===== src/rtl/ws2812_tx_if.sv =====
// Frame/word handshake between the per-zone colour averager (master) and the
// WS2812B serial driver (slave).
interface ws2812_tx_if;
  logic [23:0] avg_rgb;
  logic        trig;
  logic        nxt;
  logic        t_valid;
  logic        rdy;

  modport master (
    output avg_rgb,
    output trig,
    input  nxt,
    input  t_valid,
    input  rdy
  );

  modport slave (
    input  avg_rgb,
    input  trig,
    output nxt,
    output t_valid,
    output rdy
  );
endinterface


===== src/rtl/ws2812_tx.sv =====
// WS2812B single-wire LED driver: pulls {R,G,B} words per frame and emits GRB, MSB first.
// Optional brightness scaling of each channel at word load when WS_DIM_EN is defined.
module ws2812_tx #(
  parameter int num_leds = 26,
  parameter int t_bit    = 186,
  parameter int t0h      = 59,
  parameter int t1h      = 119,
  parameter int t_rst    = 11880,
  parameter int dim      = 128
) (
  input  logic           clk,
  input  logic           rst_n,
  ws2812_tx_if.slave     bus,
  output logic           dout
);

  localparam int TW = $clog2(t_bit);
  localparam int LW = $clog2(num_leds + 1);
  localparam int RW = $clog2(t_rst + 1);

  localparam logic [TW-1:0] BIT_LAST = TW'(t_bit - 1);
  localparam logic [TW-1:0] T0H      = TW'(t0h);
  localparam logic [TW-1:0] T1H      = TW'(t1h);
  localparam logic [LW-1:0] LED_LAST = LW'(num_leds - 1);
  localparam logic [RW-1:0] RST_LAST = RW'(t_rst - 1);

  if (t0h < 1 || t1h <= t0h || t_bit <= t1h || num_leds < 1 || t_rst < 1 ||
      dim < 0 || dim > 255) begin : g_bad_params
    $error("ws2812_tx: inconsistent timing or dim parameters");
  end

  typedef enum logic [1:0] {LATCH, IDLE, SEND} state_t;

  state_t        state;
  logic [TW-1:0] tcnt;
  logic [4:0]    bit_idx;
  logic [LW-1:0] led_cnt;
  logic [RW-1:0] rcnt;
  logic [23:0]   sh;

  function automatic logic [7:0] scale(input logic [7:0] ch);
`ifdef WS_DIM_EN
    return 8'((16'(ch) * 16'(dim)) >> 8);
`else
    return ch;
`endif
  endfunction

  // Averager supplies {R,G,B}; the wire wants G first, then R, then B.
  function automatic logic [23:0] load_word(input logic [23:0] rgb);
    return {scale(rgb[15:8]), scale(rgb[23:16]), scale(rgb[7:0])};
  endfunction

  logic          end_bit;
  logic          last_bit;
  logic          more;
  logic          load;
  logic          shift;
  logic [TW-1:0] tnext;
  logic [TW-1:0] high_lim;

  assign end_bit  = (state == SEND) && (tcnt == BIT_LAST);
  assign last_bit = (bit_idx == 5'd23);
  assign more     = (led_cnt < LED_LAST);
  assign load     = ((state == IDLE) && bus.trig) || (end_bit && last_bit && more);
  assign shift    = end_bit && !last_bit;
  assign tnext    = tcnt + 1'b1;
  assign high_lim = sh[23] ? T1H : T0H;

  // Shift register is pure datapath: load/shift qualified by the control FSM.
  always_ff @(posedge clk) begin
    if (load)
      sh <= load_word(bus.avg_rgb);
    else if (shift)
      sh <= {sh[22:0], 1'b0};
  end

  always_ff @(posedge clk or negedge rst_n) begin
    if (!rst_n) begin
      state       <= LATCH;
      dout        <= 1'b0;
      bus.nxt     <= 1'b0;
      bus.t_valid <= 1'b0;
      bus.rdy     <= 1'b0;
      tcnt        <= '0;
      bit_idx     <= '0;
      led_cnt     <= '0;
      rcnt        <= '0;
    end else begin
      bus.nxt <= 1'b0;
      case (state)
        LATCH: begin
          if (rcnt == RST_LAST) begin
            state   <= IDLE;
            bus.rdy <= 1'b1;
            rcnt    <= '0;
          end else begin
            rcnt <= rcnt + 1'b1;
          end
        end
        IDLE: begin
          if (bus.trig) begin
            state       <= SEND;
            bus.rdy     <= 1'b0;
            bus.t_valid <= 1'b1;
            bus.nxt     <= 1'b1;
            dout        <= 1'b1;
            tcnt        <= '0;
            bit_idx     <= '0;
            led_cnt     <= '0;
          end
        end
        SEND: begin
          if (tcnt == BIT_LAST) begin
            tcnt <= '0;
            if (last_bit) begin
              if (more) begin
                bit_idx <= '0;
                led_cnt <= led_cnt + 1'b1;
                bus.nxt <= 1'b1;
                dout    <= 1'b1;
              end else begin
                state       <= LATCH;
                bus.t_valid <= 1'b0;
                dout        <= 1'b0;
                rcnt        <= '0;
              end
            end else begin
              bit_idx <= bit_idx + 1'b1;
              dout    <= 1'b1;
            end
          end else begin
            // Every bit opens high; it drops once the high time for its value elapses.
            tcnt <= tnext;
            dout <= (tnext < high_lim);
          end
        end
        default: state <= LATCH;
      endcase
    end
  end

endmodule


===== src/flat_wrapper.sv =====
// flat-port wrapper written by rule: the top's interface ports become plain ports
module ws2812_tx_flat 
#(
  parameter int num_leds = 26,
  parameter int t_bit    = 186,
  parameter int t0h      = 59,
  parameter int t1h      = 119,
  parameter int t_rst    = 11880,
  parameter int dim      = 128
)
  (clk, rst_n, dout, bus_avg_rgb, bus_trig, bus_nxt, bus_t_valid, bus_rdy);
  ws2812_tx_if bus_i ();
  input  logic clk;
  input  logic rst_n;
  output logic dout;
  input wire logic [$bits(bus_i.avg_rgb)-1:0] bus_avg_rgb;
  input wire logic [$bits(bus_i.trig)-1:0] bus_trig;
  output wire logic [$bits(bus_i.nxt)-1:0] bus_nxt;
  output wire logic [$bits(bus_i.t_valid)-1:0] bus_t_valid;
  output wire logic [$bits(bus_i.rdy)-1:0] bus_rdy;
  assign bus_i.avg_rgb = bus_avg_rgb;
  assign bus_i.trig = bus_trig;
  assign bus_nxt = bus_i.nxt;
  assign bus_t_valid = bus_i.t_valid;
  assign bus_rdy = bus_i.rdy;
  ws2812_tx #(.num_leds(num_leds), .t_bit(t_bit), .t0h(t0h), .t1h(t1h), .t_rst(t_rst), .dim(dim)) u_core (.clk(clk), .rst_n(rst_n), .bus(bus_i), .dout(dout));
endmodule

===== config.mk =====
export PLATFORM = sky130hd
export DESIGN_NAME = ws2812_tx_flat
export DESIGN_NICKNAME = d
export VERILOG_FILES = /design/src/rtl/ws2812_tx_if.sv /design/src/rtl/ws2812_tx.sv /design/src/flat_wrapper.sv
export SDC_FILE = /design/constraint.sdc
export NUM_CORES = 1
export LEC_CHECK = 0
export BUFFER_PORTS_ARGS = -buffer_cell sky130_fd_sc_hd__buf_2
export CAP_MARGIN = 25
export CORE_MARGIN = 5
export CORE_UTILIZATION = 45
export CTS_CLUSTER_DIAMETER = 200
export CTS_CLUSTER_SIZE = 28
export DETAILED_ROUTE_END_ITERATION = 12
export HOLD_SLACK_MARGIN = 0.15
export PLACE_DENSITY = 0.67
export SLEW_MARGIN = 10
export SYNTH_ARGS = -nofsm -noshare
export SYNTH_HDL_FRONTEND = slang
export SYNTH_SLANG_ARGS = --single-unit

===== constraint.sdc =====
create_clock -name clk -period 7.29 [get_ports clk]
set_clock_uncertainty 0.15 [all_clocks]
set_input_delay 0.729 -clock clk [delete_from_list [all_inputs] [get_ports clk]]
set_output_delay 0.729 -clock clk [all_outputs]
set_load 0.01 [all_outputs]

Word-level counts from Yosys, hierarchy flattened
Cells that the tools add are included.
{"block": "classes", "magnitude_cmp": 2, "mux": 42, "n_addsub": 4, "n_reduce_logical": 19, "eq_ne": 12}
{"op": "$mux 14", "count": 4}
{"op": "$mux 24", "count": 2}
{"op": "$mux 5", "count": 7}
{"op": "$pmux 14 s2", "count": 1}
{"op": "$pmux 5 s2", "count": 2}
{"op": "$mux 8", "count": 2}
{"op": "$pmux 8 s2", "count": 1}
{"op": "$reduce_and 5->1", "count": 3}
{"op": "$add 14x1->14 const B", "count": 1}
{"op": "$eq 14x14->1 const B", "count": 1}
{"op": "$mux 1", "count": 12}
{"op": "$add 5x1->5 const B", "count": 2}
{"op": "$mux 2", "count": 5}
{"op": "$add 8x1->8 const B", "count": 1}
{"op": "$eq 8x8->1 const B", "count": 1}
{"op": "$lt 8x8->1", "count": 1}
{"op": "$pmux 1 s2", "count": 4}
{"op": "$reduce_and 4->1", "count": 2}
{"op": "$reduce_bool 2->1", "count": 4}
{"op": "$mux 7", "count": 1}
{"op": "$ne 2x1->1 const B", "count": 3}
{"op": "$ne 2x2->1 const B", "count": 3}
{"op": "$pmux 2 s3", "count": 1}
{"op": "$eq 5x5->1 const B", "count": 1}
{"op": "other kinds (10)", "count": 14}
{"block": "totals", "output_inout_bits": 4, "ff_bits": 62, "inputBits": 27}

Depth between registers and ports, before layout
{"block": "logic_depth", "depth_word": 6, "mapped_depth": 8, "depth_no_buf": 7}

Worst setup path after synthesis
Ideal clock, no wire load.
{"block": "synth_path", "path_kind": "flip-flop to flip-flop", "from": "register u_core.state[0]", "to": "register u_core.sh[0] (enable)", "path_slack_ns": 3.615, "arrival_ns": 3.087, "stages_incl_launch_ff": 7, "setup_ns": 0.439, "n_path_buf": 2, "required_ns": 6.701, "synth_period_minus_slack_ns": 3.675, "cell_sequence": "dfrtp_1 -> inv_1 -> ha_1 -> clkbuf_1 -> inv_1 -> clkbuf_1 -> o21ai_0"}
{"block": "synth_between", "elab_chain_cells": 6, "word_cells_on_any_way": 9, "classes_between": "eq/ne (2); reduce/logical (7)"}
{"element": "from (decl)", "line_no": "ws2812_tx.sv:34", "rtl": "state_t state;"}
{"element": "from (signal assigned)", "line_no": "ws2812_tx.sv:80", "rtl": "state <= LATCH;"}
{"element": "from (signal assigned)", "line_no": "ws2812_tx.sv:94", "rtl": "state <= IDLE;"}
{"element": "from (signal assigned)", "line_no": "ws2812_tx.sv:103", "rtl": "state <= SEND;"}
{"element": "$eq 2x2->1", "line_no": "ws2812_tx.sv:62", "rtl": "assign end_bit = (state == SEND) && (tcnt == BIT_LAST);"}
{"element": "$logic_and 1x1->1", "line_no": "ws2812_tx.sv:62"}
{"element": "$logic_and 1x1->1 (2 in a row)", "line_no": "ws2812_tx.sv:65", "rtl": "assign load = ((state == IDLE) && bus.trig) || (end_bit && last_bit && more);"}
{"element": "$logic_or 1x1->1", "line_no": "ws2812_tx.sv:65"}
{"element": "$reduce_bool 2->1 (no line) (*)"}
{"element": "to (signal assigned)", "line_no": "ws2812_tx.sv:73", "rtl": "sh <= load_word(bus.avg_rgb);"}
{"element": "to (signal assigned)", "line_no": "ws2812_tx.sv:75", "rtl": "sh <= {sh[22:0], 1'b0};"}
{"element": "to (decl)", "line_no": "ws2812_tx.sv:39", "rtl": "logic [23:0] sh;"}
Every way passes the cells marked *; elsewhere a longest branch is shown, timed or not.
A chain may end at the register's enable or synchronous reset.

Final worst setup path
{"block": "layout_path", "from": "register u_core.tcnt[1]", "to": "register u_core.sh[17] (enable)"}
{"block": "layout_between", "elab_chain_cells": 6, "word_cells_on_any_way": 7, "classes_between": "eq/ne (1); reduce/logical (6)"}
{"element": "from (decl)", "line_no": "ws2812_tx.sv:35", "rtl": "logic [TW-1:0] tcnt;"}
{"element": "from (signal assigned)", "line_no": "ws2812_tx.sv:134", "rtl": "tcnt <= tnext;"}
{"element": "$eq 8x8->1 (*)", "line_no": "ws2812_tx.sv:62"}
{"element": "$logic_and 1x1->1 (*)", "line_no": "ws2812_tx.sv:62"}
{"element": "$logic_and 1x1->1 (2 in a row)", "line_no": "ws2812_tx.sv:65"}
{"element": "$logic_or 1x1->1", "line_no": "ws2812_tx.sv:65"}
{"element": "$reduce_bool 2->1 (no line) (*)"}
Marked as above.

==> impl_metrics.py <==
metrics = {
    "sta": {
        "relSlewSlack": 0.448,
        "slew_viol_final": 0,
        "max_freq_mhz": 352,
        "worst_slew_pin_slew_ps": 824,
        "tns_ps": 0,
        "fin_crit_sh": 0.390,
        "rsz0062_at_grt": "no",
        "setup_viol": 0,
        "layout_setup_ws_ps": 4450,
        "hold_viol_final": 0,
        "min_period_ps": 2840,
    },
    "pwr": {
        "power_density_nw_per_um2": 159,
        "ir_drop_v": 0.000109,
        "leakage_nw": 1.46,
    },
    "synthesis": {
        "synth_seq_cells": 62,
        "synth_fp_nets": 372,
        "synth_edf_count": 24,
        "synth_cells": 331,
        "async_flop_share": 0.613,
        "synth.avg_cell_area_um2": 10.8,
        "ys.flop_type": "dfrtp_1",
        "syn_area_um2": 3570,
        "synth_warnings": 0,
        "ys_types": 57,
        "ys_seq_area_frac": 0.468,
    },
    "global_routing": {
        "grt_pass1_vias": 2564,
        "grt_pass1_wl_um": 12300,
        "antenna_found_initial": 0,
        "overflow": 0,
        "grt_max_degree": 39,
        "grt_use_total": 0.154,
    },
    "cells_and_area": {
        "final_net_count": 405,
        "diodes": 0,
        "drive_gt1_frac": 0.236,
        "area_delta_synth_final_pct": 12.0,
    },
    "routing": {
        "wl_met1_um": 3350,
        "met3WireLength_um": 444,
        "route.met2.wl_um": 3320,
        "wl_um": 7190,
        "drc_errors": 0,
        "vias": 2680,
        "via_per_inst": 5.69,
        "dr.pass1.iters": 4,
        "top_layer_used": "met4",
        "drtAntennaViolNets": 0,
        "drt_iter0_markers": 120,
        "wl_per_cell_um": 15.3,
    },
    "floorplanning": {
        "die_w_um": 99.1,
        "fp.dieArea_um2": 9820,
        "coreArea_um2": 7730,
        "num_rows": 32,
        "fp.dieH_um": 99.1,
        "ios": 31,
        "initial_core_util": 0.462,
    },
    "placement": {
        "post-place-ws_ps": 3980,
        "port_buffers": 30,
        "dp_hpwl_um": 4930,
        "gp_congestion": 0.783,
    },
    "worst_setup_path": {
        "crit_path_end_kind": "flip-flop",
        "worstSetupPathType": "flip-flop to flip-flop",
        "arrival_ps": 2740,
        "crit_fanout": 13,
        "worst_ep_required_time_ps": 7190,
        "cp_cell_sequence": "inv_1 -> ha_1 -> nor4bb_1 -> o211ai_1 -> o21ai_2 -> buf_8",
        "critPathSlowestCell": "o21ai_2",
        "cp_top_family": "compound AO/OA/AOI/OAI gates",
        "cp_num_buf_inv": 2,
        "start_kind": "flip-flop",
        "slowest_delay_ps": 660,
    },
    "cts": {
        "cts_tree": "yes",
        "clock-root-buffer": "clkbuf_8",
        "post_cts_resized": 0,
        "cts_sinks": 62,
        "cts_made_buffers": 9,
        "clk_pin_slew_ps": 70,
        "clock_path_buffers": 2,
        "htreeDepth": 3,
        "clk_latency_ps": 340,
    },
    "status": {
        "status": "complete, no violations",
    },
    "worst_hold_path": {
        "hp-class": "flip-flop to flip-flop",
    },
    "job": {
        "drv_cap": 0,
    },
}
where the power goes:
| group | switching, mW | internal [mW] |
|---|---|---|
| Sequential | 0 | 0.360 |
| Combinational | 0.00651 | 0.00649 |
| Clock | 0.141 | 0.122 |
| Total | 0.147 | 0.488 |
area by class of cell:
class	count	area, um^2
clock buffers	10	128
clock inverters	6	40.0
multi-input cells	246	1780
repair buffers	36	223
flip-flops and latches	62	1670
fillers	707	3730
well taps	102	128
inverters	9	33.8
worst reg2reg max path, stage by stage, from the launching register on:
cell	delay, ps
dfrtp_1	420
inv_1	90
ha_1	210
nor4bb_1	460
o211ai_1	330
o21ai_2	660
buf_8	230
timing repair:
action                    CTS  global route
hold endpoints to repair    0             9
hold buffers                0             1
setup buffers               0             0
cell families after synthesis:
| logic type | count (synthesis) | share of synthesized area |
|---|---|---|
| AOI/OAI and AO/OA | 83 | 0.151 |
| xor gates and xnor gates | 7 | 0.0172 |
| adders and majority gates | 14 | 0.0490 |
| buffers and inverters | 23 | 0.0357 |
| DFF | 62 | 0.468 |
| muxes | 29 | 0.0924 |
| and+or+nand+nor | 113 | 0.187 |
synth_stat cells, drive strengths merged, types with 4 or more instances:
library cell / number / area [um^2]
dfrtp: 38 / 951
nand2: 35 / 131
o21ai: 35 / 179
mux2: 26 / 300
edfxtp: 24 / 721
nand3: 19 / 100
a21oi: 16 / 83.8
ha: 14 / 175
nor2: 10 / 37.5
nor2b: 10 / 62.6
inv: 9 / 33.8
clkbuf: 8 / 30.0
and3: 6 / 37.5
buf: 6 / 63.8
nor4: 6 / 82.6
o31ai: 6 / 45.0
nand4: 5 / 31.3
a22oi: 4 / 30.0
nand2b: 4 / 25.0
nor3: 4 / 20.0
xnor2: 4 / 35.0
state kept, by name (all words and copies together), names as in the netlist:
| signal | flops |
|---|---|
| u_core.sh | 24 |
| u_core.rcnt | 14 |
| u_core.tcnt | 8 |
| u_core.bit_idx | 5 |
| u_core.led_cnt | 5 |
| u_core.state | 2 |
| u_core.bus.nxt | 1 |
| u_core.bus.rdy | 1 |
| u_core.bus.t_valid | 1 |
| u_core.dout | 1 |
worst paths after layout:
| path | startpoint | end | slack [ps] | cells after the start |
|---|---|---|---|---|
| max | u_core.tcnt[1] | u_core.sh[17] | 4450 | 6 |
| min | u_core.bus.rdy | u_core.bus.rdy | 360 | 1 |
| max reg2reg | u_core.tcnt[1] | u_core.sh[17] | 4450 | 6 |
| min reg2reg | u_core.bus.rdy | u_core.bus.rdy | 360 | 1 |
| max in group asynchronous | rst_n | u_core.state[1] | 5910 | 3 |
| min in group asynchronous | rst_n | u_core.bus.rdy | 640 | 2 |
metal layers:
metal	track usage	vias to the layer above
met5	0	-
met2	0.233	79
met4	0.0557	0
li1	-	1312
met3	0.0484	7
met1	0.209	1282
cells in the final DEF, fill, tap and decap left out, types with 3 or more instances in the layout:
| master | Yosys | routed |
|---|---|---|
| a21oi_1 | 15 | 15 |
| nor3_1 | 4 | 4 |
| and3_1 | 6 | 6 |
| inv_1 | 9 | 9 |
| o41ai_1 | 3 | 3 |
| nand2_1 | 35 | 35 |
| o31ai_1 | 6 | 6 |
| nand4_1 | 5 | 5 |
| a22oi_1 | 4 | 4 |
| buf_2 | 0 | 31 |
| dfrtp_1 | 38 | 38 |
| edfxtp_1 | 24 | 24 |
| clkinvlp_4 | 0 | 3 |
| nor2b_1 | 10 | 10 |
| o21ai_0 | 33 | 32 |
| xor2_1 | 3 | 3 |
| nand2b_1 | 4 | 4 |
| mux2_2 | 23 | 23 |
| mux2i_1 | 3 | 3 |
| xnor2_1 | 4 | 4 |
| nor2_1 | 10 | 10 |
| a31oi_1 | 3 | 3 |
| ha_1 | 14 | 14 |
| nor4_4 | 3 | 3 |
| clkbuf_8 | 0 | 9 |
| nand3_1 | 18 | 18 |
| nor4_1 | 3 | 3 |
per-stage QoR:
step                      hold slack (ps)  utilization  std cells  power [mW]  area, um^2
after CTS                             371        0.512        468       0.644        3960
after global routing                  387        0.518        471       0.665        4000
after global placement                340        0.488        450       0.379        3770
after floorplan                       283            -        331       0.367        3570
after detailed placement              353        0.490        452       0.379        3790
final                                 360        0.518        471       0.636        4000
Power figures use the tool's default switching activity.
